### config.mk
export PLATFORM = sky130hd
export DESIGN_NAME = multicore_sched
export DESIGN_NICKNAME = d
export VERILOG_FILES = /design/src/rtl/multicore_pkg.sv /design/src/rtl/rr_arbiter.sv /design/src/rtl/multicore_sched.sv
export SDC_FILE = /design/constraint.sdc
export NUM_CORES = 2
export LEC_CHECK = 0
export BUFFER_PORTS_ARGS = -buffer_cell sky130_fd_sc_hd__buf_2
export CORE_ASPECT_RATIO = 0.7
export CORE_MARGIN = 2
export CORE_UTILIZATION = 63
export CTS_CLUSTER_DIAMETER = 200
export CTS_CLUSTER_SIZE = 28
export DETAILED_ROUTE_END_ITERATION = 10
export GPL_TIMING_DRIVEN = 0
export HOLD_SLACK_MARGIN = 0.08
export PLACE_DENSITY = 0.95
export RECOVER_POWER = 100
export SETUP_SLACK_MARGIN = 0.2
export SYNTH_ARGS = -nofsm -noshare
export SYNTH_HDL_FRONTEND = slang
export SYNTH_HIERARCHICAL = 1
export SYNTH_SLANG_ARGS = --single-unit
export TNS_END_PERCENT = 50
### constraint.sdc
create_clock -name clk -period 14.21 [get_ports clk]
set_clock_uncertainty 0.1 [all_clocks]
set_input_delay 4.263 -clock clk [delete_from_list [all_inputs] [get_ports clk]]
set_output_delay 4.263 -clock clk [all_outputs]
set_load 0.02 [all_outputs]
### src/rtl/multicore_pkg.sv
// Shared sizing and slot record for the rede_float core-bank scheduler.
package multicore_pkg;
    localparam int N_CORES     = 21;
    localparam int DATA_W      = 28;
    localparam int EN_W        = 4;
    localparam int STAGGER_DEF = 24;
    localparam int CORE_ID_W   = $clog2(N_CORES);

    typedef struct packed {
        logic signed [DATA_W-1:0] data;
        logic [EN_W-1:0]          en;
    } slot_t;
endpackage

### src/rtl/rr_arbiter.sv
// Combinational round-robin pick: first request at or after ptr, wrapping N-1 -> 0.
module rr_arbiter #(
    parameter int N    = 21,
    parameter int ID_W = 5
) (
    input  logic [N-1:0]    req,
    input  logic [ID_W-1:0] ptr,
    output logic [N-1:0]    grant,
    output logic [ID_W-1:0] idx,
    output logic            any
);
    always_comb begin
        int j;
        j     = 0;
        grant = '0;
        idx   = '0;
        any   = 1'b0;
        // N is not a power of two, so the wrap is an explicit subtract
        for (int off = 0; off < N; off++) begin
            j = int'(ptr) + off;
            if (j >= N) j = j - N;
            if (!any && req[j]) begin
                any      = 1'b1;
                grant[j] = 1'b1;
                idx      = ID_W'(j);
            end
        end
    end
endmodule

### src/rtl/multicore_sched.sv
// Staggered core-reset release, per-core 1-deep result capture and round-robin drain
// onto a single valid/ready result stream.
module multicore_sched
    import multicore_pkg::*;
#(
    parameter int STAGGER = STAGGER_DEF
) (
    input  logic                      clk,
    input  logic                      rst,
    output logic [N_CORES-1:0]        core_rst,
    input  logic [N_CORES*DATA_W-1:0] core_io_out,
    input  logic [N_CORES*EN_W-1:0]   core_out_en,
    output logic signed [DATA_W-1:0]  m_data,
    output logic [EN_W-1:0]           m_tag,
    output logic [CORE_ID_W-1:0]      m_core,
    output logic                      m_valid,
    input  logic                      m_ready,
    output logic                      all_running,
    output logic [N_CORES-1:0]        ovf
);
    localparam int IDX_W = $clog2(N_CORES + 1);
    localparam int CNT_W = (STAGGER > 1) ? $clog2(STAGGER) : 1;

    logic [N_CORES-1:0]   core_rst_q;
    logic [CNT_W-1:0]     stag_cnt;
    logic [IDX_W-1:0]     rel_idx;
    logic                 release_now;

    slot_t                slot_q [N_CORES];
    logic [N_CORES-1:0]   full_q;
    logic [N_CORES-1:0]   ovf_q;
    logic [N_CORES-1:0]   cap;
    logic [N_CORES-1:0]   drain;
    logic [N_CORES-1:0]   grant;
    logic [CORE_ID_W-1:0] win_idx;
    logic                 win_any;
    logic                 out_load;
    logic                 out_free;
    logic [CORE_ID_W-1:0] rr_ptr;

    assign core_rst = core_rst_q;
    assign ovf      = ovf_q;

    // Release sequencer: core 0 goes on the first edge out of reset, then one per STAGGER edges
    assign release_now = (rel_idx < IDX_W'(N_CORES)) &&
                         ((rel_idx == '0) || (stag_cnt == CNT_W'(STAGGER - 1)));

    always_ff @(posedge clk) begin
        if (rst) begin
            core_rst_q  <= '1;
            stag_cnt    <= '0;
            rel_idx     <= '0;
            all_running <= 1'b0;
        end else if (rel_idx < IDX_W'(N_CORES)) begin
            if (release_now) begin
                core_rst_q[rel_idx] <= 1'b0;
                rel_idx             <= rel_idx + 1'b1;
                stag_cnt            <= '0;
                if (rel_idx == IDX_W'(N_CORES - 1)) all_running <= 1'b1;
            end else begin
                stag_cnt <= stag_cnt + 1'b1;
            end
        end
    end

    always_comb begin
        cap = '0;
        for (int i = 0; i < N_CORES; i++)
            cap[i] = !core_rst_q[i] && (core_out_en[i*EN_W +: EN_W] != '0);
    end

    rr_arbiter #(
        .N    (N_CORES),
        .ID_W (CORE_ID_W)
    ) u_arb (
        .req   (full_q),
        .ptr   (rr_ptr),
        .grant (grant),
        .idx   (win_idx),
        .any   (win_any)
    );

    assign out_free = !m_valid || m_ready;
    assign out_load = out_free && win_any;
    assign drain    = out_load ? grant : '0;

    // Slot occupancy and sticky overflow; a drained slot may be refilled on the same edge
    always_ff @(posedge clk) begin
        if (rst) begin
            full_q <= '0;
            ovf_q  <= '0;
        end else begin
            for (int i = 0; i < N_CORES; i++) begin
                if (cap[i]) begin
                    if (full_q[i] && !drain[i]) ovf_q[i] <= 1'b1;
                    else                        full_q[i] <= 1'b1;
                end else if (drain[i]) begin
                    full_q[i] <= 1'b0;
                end
            end
        end
    end

    always_ff @(posedge clk) begin
        for (int i = 0; i < N_CORES; i++) begin
            if (cap[i] && !(full_q[i] && !drain[i])) begin
                slot_q[i].data <= core_io_out[i*DATA_W +: DATA_W];
                slot_q[i].en   <= core_out_en[i*EN_W +: EN_W];
            end
        end
    end

    // Output register holds while stalled; pointer advances past each winner
    always_ff @(posedge clk) begin
        if (rst) begin
            m_valid <= 1'b0;
            m_data  <= '0;
            m_tag   <= '0;
            m_core  <= '0;
            rr_ptr  <= '0;
        end else if (out_free) begin
            if (win_any) begin
                m_valid <= 1'b1;
                m_data  <= slot_q[win_idx].data;
                m_tag   <= slot_q[win_idx].en;
                m_core  <= win_idx;
                rr_ptr  <= (win_idx == CORE_ID_W'(N_CORES - 1)) ? '0 : win_idx + 1'b1;
            end else begin
                m_valid <= 1'b0;
            end
        end
    end
endmodule

==> results_dict.tcl, run 1 <==
set metrics [dict create \
    run_status "aborted with a tool error" \
    failing_step "5_1_grt" \
    firstError "[ERROR GRT-0116] Global routing finished with congestion. Check the congestion regions in the DRC Viewer." \
    ioPinCount 756 \
    die_height_um 235 \
    synth_cell_type_count 139 \
    vias_in_the_first_global_route 50821 \
    clock_path_buffers 3 \
    dpl_worst_slack_ps 1520 \
    largest_net_degree_at_the_start_of_global_routing 30 \
    async_reset_ff_share_pct 0 \
    postCtsHoldBufs 0 \
    core.rowCount 84 \
    number_of_register_bits_inferred_by_synthesis 789 \
    post-cts-setup-buffers 0 \
    grt.overflow.total 5 \
    synth-edff-count 672 \
    post_cts_resize_count 0 \
    clock-root-buffer "clkbuf_16" \
    place_area_um2 53800 \
    mapped_nets 5149 \
    place_congestion 1.67 \
    groute.usage.overall_pct 70.3 \
    synthesis.area_um2 47800 \
    synth_ff_type "edfxtp_1" \
    seq_total_area_yosys_pct 47.1 \
    fp.dieW_um 333 \
    syn_inst 4439 \
    portBuffers 754 \
    yosys_warnings 6 \
    syn-mean-instance-area_um2 10.8 \
    initial_core_utilization_pct 63.7 \
    htreeDepth 2 \
    dp.final_hpwl_um 204000 \
    tritoncts.num_buffers 34 \
    grt_pass1_wl_um 379000 \
    clock-sinks 789 \
]
==> synthesized netlist by cell type (58+ instances only) <==
library cell	number	area (µm²)
edfxtp_1	672	20200
nand2_1	475	1780
nor2_1	389	1460
a21oi_1	224	1120
mux4_2	188	4230
nand3_1	158	791
nor3_1	158	791
clkbuf_1	155	582
o21ai_0	143	716
dfxtp_1	117	2340
inv_1	116	435
mux2i_1	103	1030
buf_2	90	450
nor4_1	84	526
xnor2_1	81	709
a22oi_1	60	450
and3_1	60	375
a211oi_1	58	435
==> routing by layer <==
| layer | GRT usage, % | GRT overflow |
|---|---|---|
| met1 | 73.2 | 1 |
| met5 | 38.6 | 0 |
| met4 | 59.6 | 2 |
| met3 | 61.1 | 1 |
| met2 | 82.6 | 1 |
==> cell families after synthesis <==
group | Yosys count | share of synthesized area, %
AOI/OAI and AO/OA | 1110 | 16.9
xor gates and xnor gates | 98 | 2.08
adders and majority gates | 35 | 0.931
buffers and inverters | 438 | 4.16
DFF | 789 | 47.1
muxes | 330 | 11.9
and+or+nand+nor | 1639 | 16.9
==> per-stage QoR <==
| step | cells | TNS, ps |
|---|---|---|
| after CTS | 6317 | 0 |
| after global placement | 6182 | -187480 |
| after detailed placement | 6255 | 0 |
| after floorplan | 4439 | 0 |
==> run 2: changes to the inputs <==
- CORE_ASPECT_RATIO: 0.7 -> not set
- CORE_UTILIZATION: 63 -> 40
- CTS_CLUSTER_DIAMETER: 200 -> not set
- CTS_CLUSTER_SIZE: 28 -> not set
- HOLD_SLACK_MARGIN: 0.08 -> not set
- PLACE_DENSITY: 0.95 -> not set
- PLACE_DENSITY_LB_ADDON: not set -> 0.15
- SETUP_SLACK_MARGIN: 0.2 -> not set
==> run 2 against run 1 <==
  * The flow now finishes, with violations (capacitance limit, slew limit, setup timing)
  * Area after synthesis did not move
  * Synthesized cell count unchanged
==> results_dict.tcl, run 2 <==
set metrics [dict create \
    worst_pin_slew_ps 1900 \
    fmax_mhz 67.8 \
    async_reset_ff_share_pct 0 \
    clock-root-buffer "clkbuf_16" \
    fp.dieW_um 350 \
    mostFrequentLayoutCell "edfxtp_1" \
    dp.final_hpwl_um 247000 \
    synth-edff-count 672 \
    timing.final.hold_violations 0 \
    mapped_nets 5149 \
    violated_checks "capacitance limit, slew limit, setup timing" \
    syn_inst 4439 \
    antenna_violating_nets_post_route 0 \
    rsz0062_at_grt "false" \
    critical_path.most_common_cell "clkbuf_1" \
    cp_slowest_stage_delay_ps 1360 \
    cpMaxStageDelayCell "a2111oi_0" \
    drive_gt1_share_pct 22.8 \
    vias_per_cell 6.83 \
    drc 0 \
    run_status "finished with violations" \
    tritoncts.num_buffers 82 \
    mostFrequentLayoutCells "edfxtp_1, buf_2, nand2_1" \
    crit_type "flip-flop to flip-flop" \
    coreArea_um2 118000 \
    synthesis.area_um2 47800 \
    core.rowCount 126 \
    ioPinCount 756 \
    report.final.slew_viol_count 58 \
    reg_top3 "slot_q x672, m_data x28" \
    starting_drc_count_in_detailed_routing 8164 \
    clkTransAtPathRegs_ps 60 \
    timing.setup.tns_ps -32300 \
    max_cap_violations 14 \
    number_of_register_bits_inferred_by_synthesis 789 \
    htreeDepth 3 \
    grt_antenna_before_repair 74 \
    crit_arrival_ps 15100 \
    final_critical_path_setup_slack_ps -547 \
    place_congestion 1.12 \
    fin_crit_ps 14760 \
    syn-mean-instance-area_um2 10.8 \
    vias_in_the_first_global_route 44622 \
    critPathMaxFanout 13 \
    place_area_um2 54700 \
    timing.hold.worst.class "flip-flop to flip-flop" \
    yosys.area.top_type "edfxtp_1" \
    largest_net_degree_at_the_start_of_global_routing 18 \
    wire_per_inst_um 42.4 \
    post-route-period-util_pct 104 \
    cp_data_required_time_ps 14560 \
    timing.critical_path.from_type "flip-flop" \
    synth.top_cells.by_count "edfxtp_1, nand2_1, nor2_1" \
    synth_cell_type_count 139 \
    initial_core_utilization_pct 40.4 \
    grt.overflow.total 0 \
    synth_ff_type "edfxtp_1" \
    endpoint_kind "flip-flop" \
    die_height_um 350 \
    clock_tree_from_tritoncts "yes" \
    detailroute.via_count 48347 \
    synth_top_cells_by_area "edfxtp_1, mux4_2, dfxtp_1, nand2_1, nor2_1" \
    layout.cell_area.non_filler_um2 56900 \
    largest_register_ffs 672 \
    yosys_warnings 6 \
    largest_register "slot_q" \
    detail_route.first_pass.iterations 8 \
    grt_pass1_wl_um 394000 \
    setup_violations 147 \
    yosys.cell_count.top_type "edfxtp_1" \
    max_slew_margin_pct -27.5 \
    area_delta_synth_final_pct 18.9 \
    groute.usage.overall_pct 47.8 \
    insertion_delay_ps 740 \
    fp.dieArea_um2 122000 \
    synthDominantCellAreaShare_pct 42.2 \
    dpl_worst_slack_ps -726 \
    portBuffers 754 \
    seq_total_area_yosys_pct 47.1 \
    postRouteWirelength_um 300000 \
    post-route-util_pct 48.0 \
    clock_path_buffers 3 \
    clock-sinks 789 \
    nets 6070 \
]
-- run 2: worst paths after layout --
path	startpoint	depth (start not counted)	slack, ps	to
worst max-delay path	rr_ptr[0]$_SDFFE_PP0N_	28	-550	slot_q[2][12]$_DFFE_PP_
worst min-delay path	m_core[1]$_SDFFE_PP0N_	2	360	m_core[1]$_SDFFE_PP0N_
worst max register to register	rr_ptr[0]$_SDFFE_PP0N_	28	-550	slot_q[2][12]$_DFFE_PP_
worst min register to register	m_core[1]$_SDFFE_PP0N_	2	360	m_core[1]$_SDFFE_PP0N_
-- run 2: cells by family after synthesis --
family / Yosys count / synth area share, %
mux: 330 / 11.9
buf+inv: 438 / 4.16
compound gates: 1110 / 16.9
flops: 789 / 47.1
simple gates: 1639 / 16.9
xor+xnor: 98 / 2.08
fa+ha+maj: 35 / 0.931
-- run 2: final cells by class --
type	instances	area (µm²)
fillers	11269	61500
multi-input cells	3212	23400
flip-flops and latches	789	22500
repair buffers	837	4020
clock buffers	115	2290
well taps	1600	2000
plain buffers	315	1540
clock inverters	38	494
inverters	123	462
diodes	50	125
-- run 2: routing by layer --
layer	vias up	GRT usage, %	part of all wire (%)	wire length (µm)
met5	-	0	0.13	381
met4	32	30.6	7.9	23900
met3	829	19.1	15	44000
met2	4212	66.0	40	121000
met1	24009	61.9	37	111000
li1	19265	-	-	-
-- run 2: per-stage QoR --
stage          instances  hold slack (ps)
2_1_floorplan       4439              349
3_3_place_gp        6793              335
3_5_place_dp        6875              345
4_1_cts             7028              355
5_1_grt             7053              388
6_report            7079              360
-- run 2: critical path, delay by kind of cell (launching register included) --
| family | cells | cell delay (ps) |
|---|---|---|
| AO/OA/AOI/OAI | 3 | 2080 |
| AND/OR/NAND/NOR | 4 | 1170 |
| adder cells (fa/ha/maj) | 1 | 230 |
| flip-flops | 1 | 580 |
| buffers and inverters | 20 | 10260 |
-- run 2: what timing repair did --
action | 4_1_cts | 5_1_grt
pin swaps | 0 | 0
resized for setup | 7 | 17
hold buffers | 0 | 0
cloned | 0 | 0
setup endpoints to repair | 38 | 36
buffers inserted | 0 | 1
Power of run 2 is not shown: default switching activity piles up to over one toggle a cycle in this logic, so the estimate is an artifact.
